<file path="config.mk">
export PLATFORM = sky130hd
export DESIGN_NAME = search_requester
export DESIGN_NICKNAME = d
export VERILOG_FILES = /design/src/rtl/search_requester.sv
export SDC_FILE = /design/constraint.sdc
export NUM_CORES = 1
export LEC_CHECK = 0
export CAP_MARGIN = 10
export CORE_MARGIN = 2
export CORE_UTILIZATION = 50
export CTS_CLUSTER_SIZE = 16
export DETAILED_ROUTE_END_ITERATION = 6
export PLACE_DENSITY_LB_ADDON = 0.15
export SLEW_MARGIN = 20
export SYNTH_ARGS = -nofsm -noshare
export SYNTH_HDL_FRONTEND = slang
export SYNTH_SLANG_ARGS = --single-unit
</file>
<file path="constraint.sdc">
create_clock -name Clk -period 2.5 [get_ports Clk]
set_input_delay 0.5 -clock Clk [delete_from_list [all_inputs] [get_ports Clk]]
set_output_delay 0.5 -clock Clk [all_outputs]
set_load 0.01 [all_outputs]
</file>
<file path="src/rtl/search_requester.sv">
// Queues search keys, issues them one at a time to the binary-search engine,
// and returns each result with its key on a valid/ready port (watchdog-guarded).
module search_requester #(
  parameter int DATA_WIDTH = 16,
  parameter int DEPTH      = 256,
  parameter int FIFO_DEPTH = 4,
  parameter int TIMEOUT    = 64
) (
  input  logic                     Clk,
  input  logic                     Rst_n,
  input  logic [DATA_WIDTH-1:0]    key_in,
  input  logic                     key_in_valid,
  output logic                     key_in_ready,
  output logic [DATA_WIDTH-1:0]    request_key,
  output logic                     request_key_valid,
  input  logic [$clog2(DEPTH)-1:0] response_index,
  input  logic                     response_valid,
  input  logic                     no_match_found,
  output logic [DATA_WIDTH-1:0]    result_key,
  output logic [$clog2(DEPTH)-1:0] result_index,
  output logic                     result_found,
  output logic                     result_timeout,
  output logic                     result_valid,
  input  logic                     result_ready,
  output logic                     busy
);
  localparam int IW = $clog2(DEPTH);
  localparam int PW = $clog2(FIFO_DEPTH);
  localparam int CW = PW + 1;
  localparam int WW = $clog2(TIMEOUT) + 1;
  localparam logic [CW-1:0] FULL    = CW'(FIFO_DEPTH);
  localparam logic [WW-1:0] WD_LAST = WW'(TIMEOUT - 1);
  localparam logic [WW-1:0] WD_MAX  = '1;

  typedef enum logic [1:0] {IDLE, ISSUE, WAIT, HOLD} state_e;

  logic [DATA_WIDTH-1:0] mem [FIFO_DEPTH];
  logic [PW-1:0]         wr_ptr_q, wr_ptr_d, rd_ptr_q, rd_ptr_d;
  logic [CW-1:0]         count_q, count_d;
  logic                  push, pop;

  state_e                state_q;
  logic [DATA_WIDTH-1:0] key_q;
  logic [WW-1:0]         wd_q;
  logic [DATA_WIDTH-1:0] req_key_q, res_key_q;
  logic                  req_vld_q, res_found_q, res_timeout_q, res_vld_q;
  logic [IW-1:0]         res_idx_q;

  assign key_in_ready = (count_q != FULL);
  assign push         = key_in_valid && key_in_ready;
  assign pop          = (state_q == IDLE) && (count_q != '0);

  always_comb begin
    wr_ptr_d = push ? wr_ptr_q + PW'(1) : wr_ptr_q;
    rd_ptr_d = pop  ? rd_ptr_q + PW'(1) : rd_ptr_q;
    count_d  = count_q;
    case ({push, pop})
      2'b10:   count_d = count_q + CW'(1);
      2'b01:   count_d = count_q - CW'(1);
      default: count_d = count_q;
    endcase
  end

  always_ff @(posedge Clk or negedge Rst_n) begin
    if (!Rst_n) begin
      wr_ptr_q <= '0;
      rd_ptr_q <= '0;
      count_q  <= '0;
    end else begin
      wr_ptr_q <= wr_ptr_d;
      rd_ptr_q <= rd_ptr_d;
      count_q  <= count_d;
    end
  end

  always_ff @(posedge Clk) begin
    if (push) mem[wr_ptr_q] <= key_in;
  end

  // Engine pulses are only honoured in WAIT, so stray or post-reset pulses are dropped.
  always_ff @(posedge Clk or negedge Rst_n) begin
    if (!Rst_n) begin
      state_q       <= IDLE;
      key_q         <= '0;
      wd_q          <= '0;
      req_key_q     <= '0;
      req_vld_q     <= 1'b0;
      res_key_q     <= '0;
      res_idx_q     <= '0;
      res_found_q   <= 1'b0;
      res_timeout_q <= 1'b0;
      res_vld_q     <= 1'b0;
    end else begin
      req_vld_q <= 1'b0;
      case (state_q)
        IDLE: begin
          if (count_q != '0) begin
            key_q   <= mem[rd_ptr_q];
            state_q <= ISSUE;
          end
        end
        ISSUE: begin
          req_key_q <= key_q;
          req_vld_q <= 1'b1;
          wd_q      <= '0;
          state_q   <= WAIT;
        end
        WAIT: begin
          if (wd_q != WD_MAX) wd_q <= wd_q + WW'(1);
          if (response_valid || no_match_found || (wd_q == WD_LAST)) begin
            res_key_q     <= key_q;
            res_vld_q     <= 1'b1;
            res_found_q   <= response_valid;
            res_idx_q     <= response_valid ? response_index : '0;
            res_timeout_q <= !response_valid && !no_match_found;
            state_q       <= HOLD;
          end
        end
        HOLD: begin
          if (result_ready) begin
            res_vld_q     <= 1'b0;
            res_found_q   <= 1'b0;
            res_timeout_q <= 1'b0;
            state_q       <= IDLE;
          end
        end
        default: state_q <= IDLE;
      endcase
    end
  end

  assign request_key       = req_key_q;
  assign request_key_valid = req_vld_q;
  assign result_key        = res_key_q;
  assign result_index      = res_idx_q;
  assign result_found      = res_found_q;
  assign result_timeout    = res_timeout_q;
  assign result_valid      = res_vld_q;
  assign busy              = (count_q != '0) || (state_q != IDLE);
endmodule

</file>
==> parameters.txt <==
Parameter                              Value

Pwr
  Power Density    between 1000 and 1500 mW/mm^2
  Static Leakage    roughly 3.0 nW
  Largest voltage drop on the vdd net    roughly 0.57 mV

Route
  Number of antenna-violating nets in the routed design    0
  DRC errors left    1
  Detailed Routing Iterations Pass 1    7
  Via count    a little over 3000
  Sum of routed wire length over all layers    9984 um
  Number of design-rule violations left by the first detailed-router iteration    roughly 120
  Vias per std cell    5.242
  Routed wirelength normalized by instance count    16.86 um

Floorplan
  Die X    about 110 um
  Die Ht    between 100 and 150 um
  Area of the core    around 0.011 mm^2
  Count of standard-cell rows    38
  Total die area    0.01201 mm^2
  Starting density of the core    between 50% and 60%
  Boundary Pins    76

CTS
  Htree depth    4
  TritonCTS clock tree    yes
  Maximum number of buffers from clock root to sink    2
  Clock slew at reported path FFs    0.06 ns
  Clock sink count    140
  Number of buffers added by the clock tree synthesis step    17
  Root buf cell    sky130_fd_sc_hd__clkbuf_8
  Clock Latency Late Sink    slightly above 0.5 ns

Status
  Outcome    finished, violations left
  Failing checks    DRC

Place
  Count of placed standard cells including taps    between 500 and 600
  Post-detailed-placement half-perimeter wirelength    between 6000 and 7000 um
  Count of buffers inserted at the top-level ports    between 70 and 80
  Final Wtd Congestion    0.8100
  Placement Cell Area    0.006505 mm^2

STA
  Minimum clock period    around 2.3 ns
  Final cycle utilization of the critical path    slightly above 90%
  Setup repair after global routing missed its margin    no
  Slew at the pin closest to its max-slew limit    between 0.7 and 0.8 ns
  Number of max-slew violations in the final report    0
  Final number of setup-violating endpoints    0
  Relative max-transition margin    about half
  Fmax achieved    around 430 MHz
  Worst clock skew on the final layout    roughly 0.0086 ns
  Number of hold violations in the final report    0
  Setup Total Neg Slack    0 ns

Setup path
  Startpoint type of the worst setup path    register
  Minimum setup slack among reg-to-reg paths    about 0.28 ns
  Timing startpoint of the critical path    count_q[0]
  Setup Crit Path Kind    reg2out
  Depth of the most critical reg-to-reg path    10
  Data required, critical path    roughly 2 ns
  Endpoint of the lowest-slack register-to-register path    count_q[2]
  Startpoint of the worst-slack reg-to-reg timing path    count_q[0]
  Category of the worst setup path capture point    output pin
  Endpoint arrival time on the critical path    between 1.5 and 2 ns
  Worst Path Max Fanout    6

Logic synthesis
  XOR/XNOR Fraction of Synth Area    approximately 1.1%
  Mean instance size in the synthesized netlist    between 15 and 20 um^2
  Most used DFF post-synth    sky130_fd_sc_hd__dfrtp_1
  Gate Count Post-Synth    346
  EDFF count, synth    64
  Adder and majority gate portion of the synthesized area    roughly 2.8%
  Post-synthesis net count    approximately 390
  Main combinational cell family by area after synthesis    multiplexers
  Yosys synthesis warning count    0
  Number of flip-flops and latches in the synthesized netlist    between 100 and 150
  Compound-cell area share of the yosys netlist    under 10%
  Synth cell types    41
  Post-synthesis simple-gate area fraction    6.376%
  Summed instance area of the synthesized netlist    roughly 0.0056 mm^2
  Share of synthesized area occupied by flip-flops and latches    between 60% and 70%
  Synth async-reset ratio    a little over half
  Fraction of synthesized area in multiplexers    14.50%

Finish
  Total number of nets in the final design    ~480
  Growth of design area from synthesis to finish    27.32%
  Fraction of final layout cells with drive strength greater than 1    around 23%
  Final Instance Count excl. Fillers    between 500 and 600
  Number of antenna diodes    0
  Post-route cell area    just over 0.007 mm^2

Global route
  Overall routing resource usage    approximately 18%
  Total overflow reported by the global router    0
  Number of antenna violations at the first check in global routing    0
  Maximum number of pins on one net before global-route repair    67
  Number of global-route vias before repair    3269
  First-pass GRT wire length    approximately 16000 um

Min path
  Worst hold-check path type    in2async

Flow run
  Maximum Capacitance Violations    0
Yosys cell counts, drive strengths merged, types with 2 or more instances:
cell,number,area share (%)
ha,11,2.5
mux2i,2,0.36
and3,6,0.67
o2bb2ai,4,0.63
dfrtp,76,34
a22o,8,1.3
mux2,34,7.7
buf,9,1.1
edfxtp,64,34
xor2,3,0.47
a21oi,4,0.36
nand2,56,3.9
o21ai,5,0.52
a31oi,4,0.45
and2,2,0.22
nor2,6,0.40
a21o,3,0.40
mux4,16,6.5
nand2b,2,0.22
inv,11,0.74
xnor2,4,0.63
clkbuf,3,0.20
report_power, final:
part / internal, mW / total (mW) / switching [mW]
clock: 1.43 / 2.40 / 0.968
sequential: 3.20 / 3.66 / 0.466
combinational: 1.72 / 3.12 / 1.40
total: 6.35 / 9.18 / 2.83
flip-flops by register name (all words and copies together) (netlist names):
| register | cells |
|---|---|
| wr_ptr_q | 2 |
| mem | 64 |
| result_valid | 1 |
| key_q | 16 |
| result_key | 16 |
| result_index | 8 |
| wd_q | 7 |
| rd_ptr_q | 2 |
| request_key | 16 |
| state_q | 2 |
| count_q | 3 |
| result_found | 1 |
| request_key_valid | 1 |
| result_timeout | 1 |
critical path, stage by stage (launching register included):
cell and delay, ns:
sky130_fd_sc_hd__dfrtp_1 0.43, sky130_fd_sc_hd__inv_1 0.11, sky130_fd_sc_hd__nand3_1 0.20, sky130_fd_sc_hd__clkdlybuf4s50_1 0.57
what timing repair did:
action | in CTS | in global routing
hold buffers | 1 | 0
endpoints found under the hold margin | 10 | 0
resized for setup | 4 | 2
setup endpoints to repair | 1 | 1
setup buffers | 1 | 0
cells by family after synthesis:
group,Yosys count
simple gates,78
flops,140
mux,52
compound gates,34
xor+xnor,7
buf+inv,23
fa+ha+maj,12
cells in the final DEF (no fill, tap or decap), types with 3 or more instances in the layout:
cell type,count
sky130_fd_sc_hd__edfxtp_1,64
sky130_fd_sc_hd__inv_2,3
sky130_fd_sc_hd__nand2_1,55
sky130_fd_sc_hd__a31oi_1,4
sky130_fd_sc_hd__mux4_2,16
sky130_fd_sc_hd__and3_1,6
sky130_fd_sc_hd__clkbuf_16,16
sky130_fd_sc_hd__xor2_1,3
sky130_fd_sc_hd__nor2_1,6
sky130_fd_sc_hd__a21o_1,3
sky130_fd_sc_hd__inv_6,5
sky130_fd_sc_hd__inv_1,8
sky130_fd_sc_hd__o2bb2ai_1,4
sky130_fd_sc_hd__a21oi_1,4
sky130_fd_sc_hd__clkinv_4,4
sky130_fd_sc_hd__xnor2_1,4
sky130_fd_sc_hd__mux2_2,22
sky130_fd_sc_hd__a22o_1,8
sky130_fd_sc_hd__ha_1,10
sky130_fd_sc_hd__clkdlybuf4s50_1,73
sky130_fd_sc_hd__o21ai_0,4
sky130_fd_sc_hd__dfrtp_1,76
sky130_fd_sc_hd__buf_4,10
sky130_fd_sc_hd__mux2_4,12
metrics by stage:
step	hold slack (ns)	setup WS, ns	utilization (%)	power [mW]
3_3_place_gp	0.3491	0.2452	60.01	6.731
2_1_floorplan	0.2044	0.3330	-	5.569
4_1_cts	0.3699	0.009783	65.49	9.293
5_1_grt	0.3755	0.05203	65.45	9.764
6_report	0.3827	0.1800	65.45	9.180
3_5_place_dp	0.3494	0.1287	60.01	6.848
layout make-up:
class	instances	area, um^2
sequential	140	3824
multi-input combinational	183	1639
tap	140	175.2
clock buffer	17	414.1
timing repair buffer	86	840.8
inverter	11	41.29
fill	809	3745
clock inverter	15	161.4
worst max-delay path by stage:
stage | end | slack (ns) | depth (start not counted)
2_1_floorplan | count_q[2] | 0.33 | 11
3_3_place_gp | count_q[2] | 0.25 | 9
3_5_place_dp | count_q[2] | 0.13 | 9
4_1_cts | busy | 0.01 | 4
5_1_grt | count_q[2] | 0.05 | 10
6_report | key_in_ready | 0.18 | 3
routing by layer:
layer | track usage (%) | up-vias | routed length (um)
met4 | 6.510 | 0 | 161
met1 | 24.01 | 1544 | 4504
met2 | 29.81 | 88 | 4805
li1 | - | 1454 | -
met5 | 0 | - | 0
met3 | 4.861 | 17 | 513
(Power assumes the default switching activity.)
